File: config.mk
export PLATFORM = sky130hd
export DESIGN_NAME = speculative_output_commit_buffer_flat
export DESIGN_NICKNAME = d
export VERILOG_FILES = /design/src/rtl/speculative_output_commit_buffer_if.sv /design/src/rtl/speculative_output_commit_buffer.sv /design/src/flat_wrapper.sv
export SDC_FILE = /design/constraint.sdc
export NUM_CORES = 1
export LEC_CHECK = 0
export ABC_AREA = 0
export CORE_MARGIN = 3
export CORE_UTILIZATION = 50
export CTS_CLUSTER_DIAMETER = 60
export DETAILED_ROUTE_END_ITERATION = 8
export PLACE_DENSITY = 0.74
export SLEW_MARGIN = 20
export SYNTH_ARGS = -nofsm -noshare
export SYNTH_HDL_FRONTEND = slang
export SYNTH_SLANG_ARGS = --single-unit
File: constraint.sdc
create_clock -name clock -period 10.8 [get_ports clock]
set_input_delay 2.16 -clock clock [delete_from_list [all_inputs] [get_ports clock]]
set_output_delay 2.16 -clock clock [all_outputs]
set_load 0.03 [all_outputs]
File: src/rtl/speculative_output_commit_buffer_if.sv
// rtl/speculative_output_commit_buffer_if.sv - write and drain handshake bundle for the speculative commit buffer
interface speculative_output_commit_buffer_if #(
  parameter int WORD_WIDTH    = 32,
  parameter int TAG_WIDTH     = 3,
  parameter int CHANNEL_WIDTH = 2
);
  logic                     write_valid;
  logic                     write_speculative;
  logic [CHANNEL_WIDTH-1:0] write_channel;
  logic [TAG_WIDTH-1:0]     write_tag;
  logic [WORD_WIDTH-1:0]    write_data;
  logic                     write_ready;

  logic                     out_valid;
  logic [CHANNEL_WIDTH-1:0] out_channel;
  logic [TAG_WIDTH-1:0]     out_tag;
  logic [WORD_WIDTH-1:0]    out_data;
  logic                     out_ready;

  // Datapath / channel-network side.
  modport master (
    output write_valid, write_speculative, write_channel, write_tag, write_data,
    input  write_ready,
    input  out_valid, out_channel, out_tag, out_data,
    output out_ready
  );

  // Buffer side.
  modport slave (
    input  write_valid, write_speculative, write_channel, write_tag, write_data,
    output write_ready,
    output out_valid, out_channel, out_tag, out_data,
    input  out_ready
  );
endinterface

File: src/rtl/speculative_output_commit_buffer.sv
// rtl/speculative_output_commit_buffer.sv - holds speculative output-channel writes until commit, squashes on miss
module speculative_output_commit_buffer #(
  parameter int DEPTH         = 4,
  parameter int WORD_WIDTH    = 32,
  parameter int TAG_WIDTH     = 3,
  parameter int CHANNEL_WIDTH = 2,
  localparam int PW = $clog2(DEPTH),
  localparam int OW = $clog2(DEPTH + 1)
) (
  input  logic          clock,
  input  logic          reset,
  input  logic          enable,
  input  logic          predicate_prediction_hit,
  input  logic          predicate_prediction_miss,
  speculative_output_commit_buffer_if.slave bus,
  output logic [OW-1:0] occupancy,
  output logic [OW-1:0] speculative_count,
  output logic          order_error
);

  logic [PW-1:0]            head;
  logic [PW-1:0]            tail;
  logic [OW-1:0]            occ;
  logic [OW-1:0]            spec_cnt;
  logic [DEPTH-1:0]         spec_bits;
  logic                     err;

  logic [CHANNEL_WIDTH-1:0] chan_mem [DEPTH];
  logic [TAG_WIDTH-1:0]     tag_mem  [DEPTH];
  logic [WORD_WIDTH-1:0]    data_mem [DEPTH];

  logic                     accept;
  logic                     drain;
  logic                     hit_eff;
  logic                     miss_eff;
  logic                     store;
  logic                     order_violation;
  logic [OW-1:0]            squash;
  logic [PW-1:0]            store_ptr;
  logic [OW-1:0]            occ_next;
  logic [OW-1:0]            spec_cnt_next;
  logic [DEPTH-1:0]         spec_bits_next;

  assign bus.write_ready = enable && (occ < OW'(DEPTH));
  assign bus.out_valid   = enable && (occ != '0) && !spec_bits[head];
  assign bus.out_channel = chan_mem[head];
  assign bus.out_tag     = tag_mem[head];
  assign bus.out_data    = data_mem[head];

  assign occupancy         = occ;
  assign speculative_count = spec_cnt;
  assign order_error       = err;

  always_comb begin
    accept   = bus.write_valid && bus.write_ready;
    drain    = bus.out_valid && bus.out_ready;
    // Miss dominates a simultaneous hit.
    miss_eff = enable && predicate_prediction_miss;
    hit_eff  = enable && predicate_prediction_hit && !predicate_prediction_miss;
    // A speculative write arriving with a miss belongs to the squashed section.
    store    = accept && !(miss_eff && bus.write_speculative);
    squash   = miss_eff ? spec_cnt : '0;
    // Rewinding the tail first lets a same-cycle write land right after the survivors.
    store_ptr = tail - squash[PW-1:0];

    occ_next = occ + OW'(store) - OW'(drain) - squash;

    spec_cnt_next = (hit_eff || miss_eff) ? '0 : spec_cnt;
    spec_cnt_next = spec_cnt_next + OW'(store && bus.write_speculative);

    spec_bits_next = hit_eff ? '0 : spec_bits;
    if (store) begin
      spec_bits_next[store_ptr] = bus.write_speculative;
    end

    order_violation = accept && !bus.write_speculative && (spec_cnt != '0)
                      && !predicate_prediction_hit && !predicate_prediction_miss;
  end

  always_ff @(posedge clock) begin
    if (reset) begin
      head      <= '0;
      tail      <= '0;
      occ       <= '0;
      spec_cnt  <= '0;
      spec_bits <= '0;
      err       <= 1'b0;
    end else if (enable) begin
      if (drain) begin
        head <= head + PW'(1);
      end
      tail      <= store_ptr + PW'(store);
      occ       <= occ_next;
      spec_cnt  <= spec_cnt_next;
      spec_bits <= spec_bits_next;
      if ((predicate_prediction_hit && predicate_prediction_miss) || order_violation) begin
        err <= 1'b1;
      end
    end
  end

  // Payload storage needs no reset: an entry is only offered once written.
  always_ff @(posedge clock) begin
    if (!reset && store) begin
      chan_mem[store_ptr] <= bus.write_channel;
      tag_mem[store_ptr]  <= bus.write_tag;
      data_mem[store_ptr] <= bus.write_data;
    end
  end

endmodule

File: src/flat_wrapper.sv
// flat-port wrapper written by rule: the top's interface ports become plain ports
module speculative_output_commit_buffer_flat 
#(
  parameter int DEPTH         = 4,
  parameter int WORD_WIDTH    = 32,
  parameter int TAG_WIDTH     = 3,
  parameter int CHANNEL_WIDTH = 2,
  localparam int PW = $clog2(DEPTH),
  localparam int OW = $clog2(DEPTH + 1)
)
  (clock, reset, enable, predicate_prediction_hit, predicate_prediction_miss, occupancy, speculative_count, order_error, bus_write_valid, bus_write_speculative, bus_write_channel, bus_write_tag, bus_write_data, bus_write_ready, bus_out_valid, bus_out_channel, bus_out_tag, bus_out_data, bus_out_ready);
  speculative_output_commit_buffer_if #(.WORD_WIDTH(WORD_WIDTH), .TAG_WIDTH(TAG_WIDTH), .CHANNEL_WIDTH(CHANNEL_WIDTH)) bus_i ();
  input  logic clock;
  input  logic reset;
  input  logic enable;
  input  logic predicate_prediction_hit;
  input  logic predicate_prediction_miss;
  output logic [OW-1:0] occupancy;
  output logic [OW-1:0] speculative_count;
  output logic order_error;
  input wire logic [$bits(bus_i.write_valid)-1:0] bus_write_valid;
  input wire logic [$bits(bus_i.write_speculative)-1:0] bus_write_speculative;
  input wire logic [$bits(bus_i.write_channel)-1:0] bus_write_channel;
  input wire logic [$bits(bus_i.write_tag)-1:0] bus_write_tag;
  input wire logic [$bits(bus_i.write_data)-1:0] bus_write_data;
  output wire logic [$bits(bus_i.write_ready)-1:0] bus_write_ready;
  output wire logic [$bits(bus_i.out_valid)-1:0] bus_out_valid;
  output wire logic [$bits(bus_i.out_channel)-1:0] bus_out_channel;
  output wire logic [$bits(bus_i.out_tag)-1:0] bus_out_tag;
  output wire logic [$bits(bus_i.out_data)-1:0] bus_out_data;
  input wire logic [$bits(bus_i.out_ready)-1:0] bus_out_ready;
  assign bus_i.write_valid = bus_write_valid;
  assign bus_i.write_speculative = bus_write_speculative;
  assign bus_i.write_channel = bus_write_channel;
  assign bus_i.write_tag = bus_write_tag;
  assign bus_i.write_data = bus_write_data;
  assign bus_write_ready = bus_i.write_ready;
  assign bus_out_valid = bus_i.out_valid;
  assign bus_out_channel = bus_i.out_channel;
  assign bus_out_tag = bus_i.out_tag;
  assign bus_out_data = bus_i.out_data;
  assign bus_i.out_ready = bus_out_ready;
  speculative_output_commit_buffer #(.DEPTH(DEPTH), .WORD_WIDTH(WORD_WIDTH), .TAG_WIDTH(TAG_WIDTH), .CHANNEL_WIDTH(CHANNEL_WIDTH)) u_core (.clock(clock), .reset(reset), .enable(enable), .predicate_prediction_hit(predicate_prediction_hit), .predicate_prediction_miss(predicate_prediction_miss), .bus(bus_i), .occupancy(occupancy), .speculative_count(speculative_count), .order_error(order_error));
endmodule
Word level (Yosys, flattened, before mapping)
Memory sizes are Yosys's and may differ from the RTL's. A register that Yosys moved wholly into a read port is not among the register bits.
Index checks and enable logic that the tools add are counted.
Widths: inputs -> output; s select.
{"block": "op_classes", "addsub": 7, "mul": 0, "div_mod_pow": 0, "order_cmp": 4, "eq_ne": 0, "n_shift": 0, "n_mux": 17, "n_bitwise": 0, "n_reduce_logical": 30}
{"op": "$logic_and 1x1->1", "n": 18}
{"op": "$mux 2", "n": 6}
{"op": "$mux 4", "n": 2}
{"op": "$add 3x1->3", "n": 2}
{"op": "$logic_not 1->1", "n": 6}
{"op": "$lt 2x3->1 const B", "n": 2}
{"op": "$mux 3", "n": 2}
{"op": "$reduce_bool 3->1", "n": 2}
{"op": "$bwmux 4", "n": 1}
{"op": "$mux 1", "n": 4}
{"op": "$reduce_and 2->1", "n": 2}
{"op": "$lt 3x3->1 const B", "n": 1}
{"op": "$sub 3x1->3", "n": 1}
{"op": "$sub 3x3->3", "n": 1}
{"op": "$add 2x1->2", "n": 1}
{"op": "$add 2x1->2 const B", "n": 1}
{"op": "$bmux 1 s2", "n": 1}
{"op": "$demux 1 s2", "n": 1}
{"op": "$ge 2x1->1 const B", "n": 1}
{"op": "$logic_or 1x1->1", "n": 2}
{"op": "$sub 2x2->2", "n": 1}
{"block": "word_totals", "ff_bits": 15, "latchBits": 0, "ramBits": 148, "romBits": 0, "inputBits": 45, "out_inout_bits": 46, "wordCells": 67, "n_memories": 3}
{"memory": "u_core.data_mem", "words": 4, "width": 32, "read_ports": 1, "rd_clocked_by_memory_dff": 1, "wr": 1, "line_no": "speculative_output_commit_buffer.sv:30", "source": "logic [WORD_WIDTH-1:0] data_mem [DEPTH];"}
{"memory": "u_core.tag_mem", "words": 4, "width": 3, "read_ports": 1, "rd_clocked_by_memory_dff": 1, "wr": 1, "line_no": "speculative_output_commit_buffer.sv:29", "source": "logic [TAG_WIDTH-1:0] tag_mem [DEPTH];"}
{"memory": "u_core.chan_mem", "words": 4, "width": 2, "read_ports": 1, "rd_clocked_by_memory_dff": 1, "wr": 1, "line_no": "speculative_output_commit_buffer.sv:28", "source": "logic [CHANNEL_WIDTH-1:0] chan_mem [DEPTH];"}

Longest topological paths before layout
{"block": "depth", "word_depth": 9, "depth_mapped": 12, "mapped_depth_nobuf": 11}

Worst setup path before layout
Ideal clock, no wire load.
{"block": "synth_timing", "kind": "input-to-reg", "start": "in enable", "end": "mem u_core.chan_mem[3][0] (enable)", "setup_time_ps": 477, "arrival_time_ps": 6030, "t_required_ps": 10323, "path_slack_ps": 4293, "cell_stages": 8, "n_path_buf": 2, "path_cell_list": "buf_2 -> clkbuf_1 -> nand3_1 -> inv_1 -> ha_1 -> xnor2_2 -> xor2_1 -> nor3_1"}
{"block": "synth_between", "elab_chain_cells": 7, "elab_cells_between_ends": 11, "classes_between": "add/sub: 1; mux: 3; reduce/logical: 7"}
{"element": "from (decl)", "line_no": "flat_wrapper.sv:15", "source": "input logic enable;"}
{"element": "$logic_and 1x1->1", "line_no": "speculative_output_commit_buffer.sv:58", "source": "miss_eff = enable && predicate_prediction_miss;"}
{"element": "$logic_and 1x1->1", "line_no": "speculative_output_commit_buffer.sv:61", "source": "store = accept && !(miss_eff && bus.write_speculative);"}
{"element": "$logic_not 1->1", "line_no": "speculative_output_commit_buffer.sv:61"}
{"element": "$logic_and 1x1->1", "line_no": "speculative_output_commit_buffer.sv:61"}
{"element": "$logic_and 1x1->1", "line_no": "speculative_output_commit_buffer.sv:104", "source": "if (!reset && store) begin"}
{"element": "$mux 1", "line_no": "speculative_output_commit_buffer.sv:104"}
{"element": "$mux 1 (implied by the code)", "line_no": "speculative_output_commit_buffer.sv:105", "source": "chan_mem[store_ptr] <= bus.write_channel;"}
{"element": "to (decl)", "line_no": "speculative_output_commit_buffer.sv:28"}
Parallel ways exist; a longest one is shown, timed or not.

Worst setup path in the final report
{"block": "layout_timing", "start": "in enable", "end": "out bus_out_valid"}
{"block": "layout_between", "elab_chain_cells": 2}
{"element": "$logic_and 1x1->1 (2 in a row)", "line_no": "speculative_output_commit_buffer.sv:45", "source": "assign bus.out_valid = enable && (occ != '0) && !spec_bits[head];"}
{"element": "to (decl)", "line_no": "flat_wrapper.sv:27", "source": "output wire logic [$bits(bus_i.out_valid)-1:0] bus_out_valid;"}
No other way between the ends.

==> flow_summary.yaml <==
finish:
  fin_cells: 587
  layout-drive-gt1-share_pct: 19.3
  nFillCells: 847
  finalNetCount: 459
  area_growth_pct: 27.5
  fin_area_sq_um: 8080
  antenna_cells: 0
  fin_util_pct: 66.1
critical_path:
  ff2ff_setup_slack_ns: 7.61
  arrival_ns: 4.13
  r2r_end: "u_core.occupancy[2]"
  reg2reg_depth: 11
  crit_type: "input pin to primary output"
  reg2reg_from: "u_core.head[0]"
  crit_path_max_fanout: 22
  critPathCaptureType: "primary output"
  start_kind: "input pin"
  critPathRequiredTime_ns: 8.64
global_routing:
  use_met1_pct: 23.4
  overflow: 0
  track_usage_pct: 17.1
  antenna_found_initial: 0
  grt_busiest_layer: "met2"
  use_met2_pct: 26.1
  grt_max_degree: 38
  grt_pass1_vias: 3367
  grt_util_met3_pct: 4.88
  grt_pass1_wl_microns: 18200
die:
  io_pins: 91
  dieHeight_microns: 119
  die_w_microns: 119
  core_sq_um: 12200
  die-area_sq_um: 14100
  start_util_pct: 51.9
  num_rows: 40
power_and_ir_drop:
  p_int_mw: 1.15
  sw_frac_of_total_pct: 19.1
  ir_drop_uv: 94.6
  power.density_nw_per_um2: 177
  power_frac_comb_pct: 6.5
  power_mw: 1.43
  p_leak_nw: 2.64
  sequentialPowerShare_pct: 49.6
  p_sw_mw: 0.273
  clkPwrFrac_pct: 43.9
placed_design:
  dp_cells: 555
  dpl_worst_slack_ns: 4.52
  place_area_sq_um: 7450
  portBuffers: 90
  hpwl_microns: 6770
  place_congestion: 0.807
hold_path:
  holdPathEnd: "u_core.spec_bits[1]"
  hp-start: "u_core.spec_bits[1]"
  hold_depth: 2
  worstHoldPathType: "register to register"
synth:
  synth_seq_cells: 165
  syn_nets: 359
  syn_area_per_cell_sq_um: 20.7
  ys_seq_area_share_pct: 75.5
  yosys_warnings: 0
  async_flop_share_pct: 0
  netlist_area_sq_um: 6330
  synth_ff_type: "edfxtp_1"
  synth_cell_type_count: 39
  synth-edff-count: 148
  synth_cells: 306
clocking:
  cts.htree.levels: 4
  cts_setup_buffers: 0
  cts_tree: "done"
  clockBufferDepth: 2
  cts_sinks: 165
  ctsResizeCount: 0
  cts_buffers: 17
  clk_pin_slew_ns: 0.06
  insertion_delay_ns: 0.41
  root_buffer: "clkbuf_16"
  postCtsHoldBufs: 0
status:
  status: "complete, no violations"
drt:
  drtAntennaViolNets: 0
  totalWireLength_microns: 11200
  drt_iter0_markers: 209
  via_per_inst: 5.47
  dr.pass1.iters: 4
  drc: 0
  vias: 3213
  routedWlPerCell_microns: 19.1
sta:
  slew_headroom_pct: 33.5
  fin_tns_setup_ns: 0
  fin_hold_ws_ns: 0.477
  fin_ws_ns: 4.51
  fin_crit_ns: 6.29
  max_freq_mhz: 159
  worst_slew_pin_slew_ns: 0.997
  post-route-period-util_pct: 58.2
  grt_setup_unrepaired: "no"
  finalSetupViolations: 0
  slew_viol_final: 0
  finalHoldViolCount: 0
  finalClockSkew_ns: 0.00657
job:
  max-cap-violations: 0
## cell families after synthesis
family | synth area share [%]
flops | 75.5
mux | 14.5
simple gates | 3.06
compound gates | 2.53
buf+inv | 1.36
fa+ha+maj | 1.82
xor+xnor | 1.24
## layout by cell type (no fill, tap or decap), types with 3 or more instances in the layout
cell type / instances
clkbuf_1: 4
nor2_1: 12
clkbuf_8: 3
inv_1: 7
mux2i_1: 6
clkdlybuf4s50_1: 90
edfxtp_1: 148
clkbuf_16: 17
ha_1: 6
mux4_2: 38
nor3_2: 4
o31ai_1: 4
buf_4: 5
nand2_1: 7
dfxtp_1: 15
a21oi_1: 6
bufinv_16: 4
## flip-flops by register name (all words and copies together), names as in the netlist, named ones only
| register | cells |
|---|---|
| u_core.tag_mem | 12 |
| u_core.head | 2 |
| u_core.tail | 2 |
| u_core.chan_mem | 8 |
| u_core.order_error | 1 |
| u_core.data_mem | 128 |
| u_core.occupancy | 3 |
| u_core.spec_bits | 4 |
| u_core.speculative_count | 3 |
## per-layer routing
layer / wire length [microns] / vias to the layer above
li1: - / 1454
met1: 5020 / 1645
met2: 5390 / 97
met3: 625 / 17
met4: 193 / 0
met5: 0 / -
## synth_stat cells, drive strengths merged (6+ instances only)
master / n / area share, %
a21oi: 6 / 0.47
buf: 7 / 0.53
clkbuf: 7 / 0.41
dfxtp: 17 / 5.4
edfxtp: 148 / 70
ha: 6 / 1.2
inv: 7 / 0.41
mux2i: 6 / 0.95
mux4: 38 / 14
nand2: 7 / 0.41
nor2: 12 / 0.71
## power by group through the flow
stage,logic [mW],clock network (mW),registers (mW)
6_report,0.0930,0.627,0.708
5_1_grt,0.100,0.667,0.708
4_1_cts,0.0940,0.638,0.708
3_5_place_dp,0.0934,0,0.721
3_3_place_gp,0.0921,0,0.720
2_1_floorplan,0.0470,0,0.722
## how the worst max path moves through the flow
stage / start / to / slack [ns] / cells after the start
floorplan: enable / u_core.chan_mem[3][0] / 4.29 / 8
global placement: enable / bus_out_valid / 4.54 / 4
detailed placement: enable / bus_out_valid / 4.52 / 4
CTS: enable / bus_out_valid / 4.52 / 4
global route: enable / bus_out_valid / 4.38 / 4
finish: enable / bus_out_valid / 4.51 / 4
## layout make-up
class | count | area [sq um] | area share [%]
repair buffers | 95 | 938 | 11.6
clock buffers | 24 | 482 | 5.97
inverters | 7 | 26.3 | 0.325
well taps | 168 | 210 | 2.60
multi-input cells | 120 | 1480 | 18.4
flip-flops and latches | 165 | 4790 | 59.3
clock inverters | 8 | 148 | 1.83
## critical path: stages
cell and delay, ns:
clkdlybuf4s50_1 0.99, o31ai_1 0.17, nor2_1 0.12, clkdlybuf4s50_1 0.68
(Power assumes the default switching activity.)
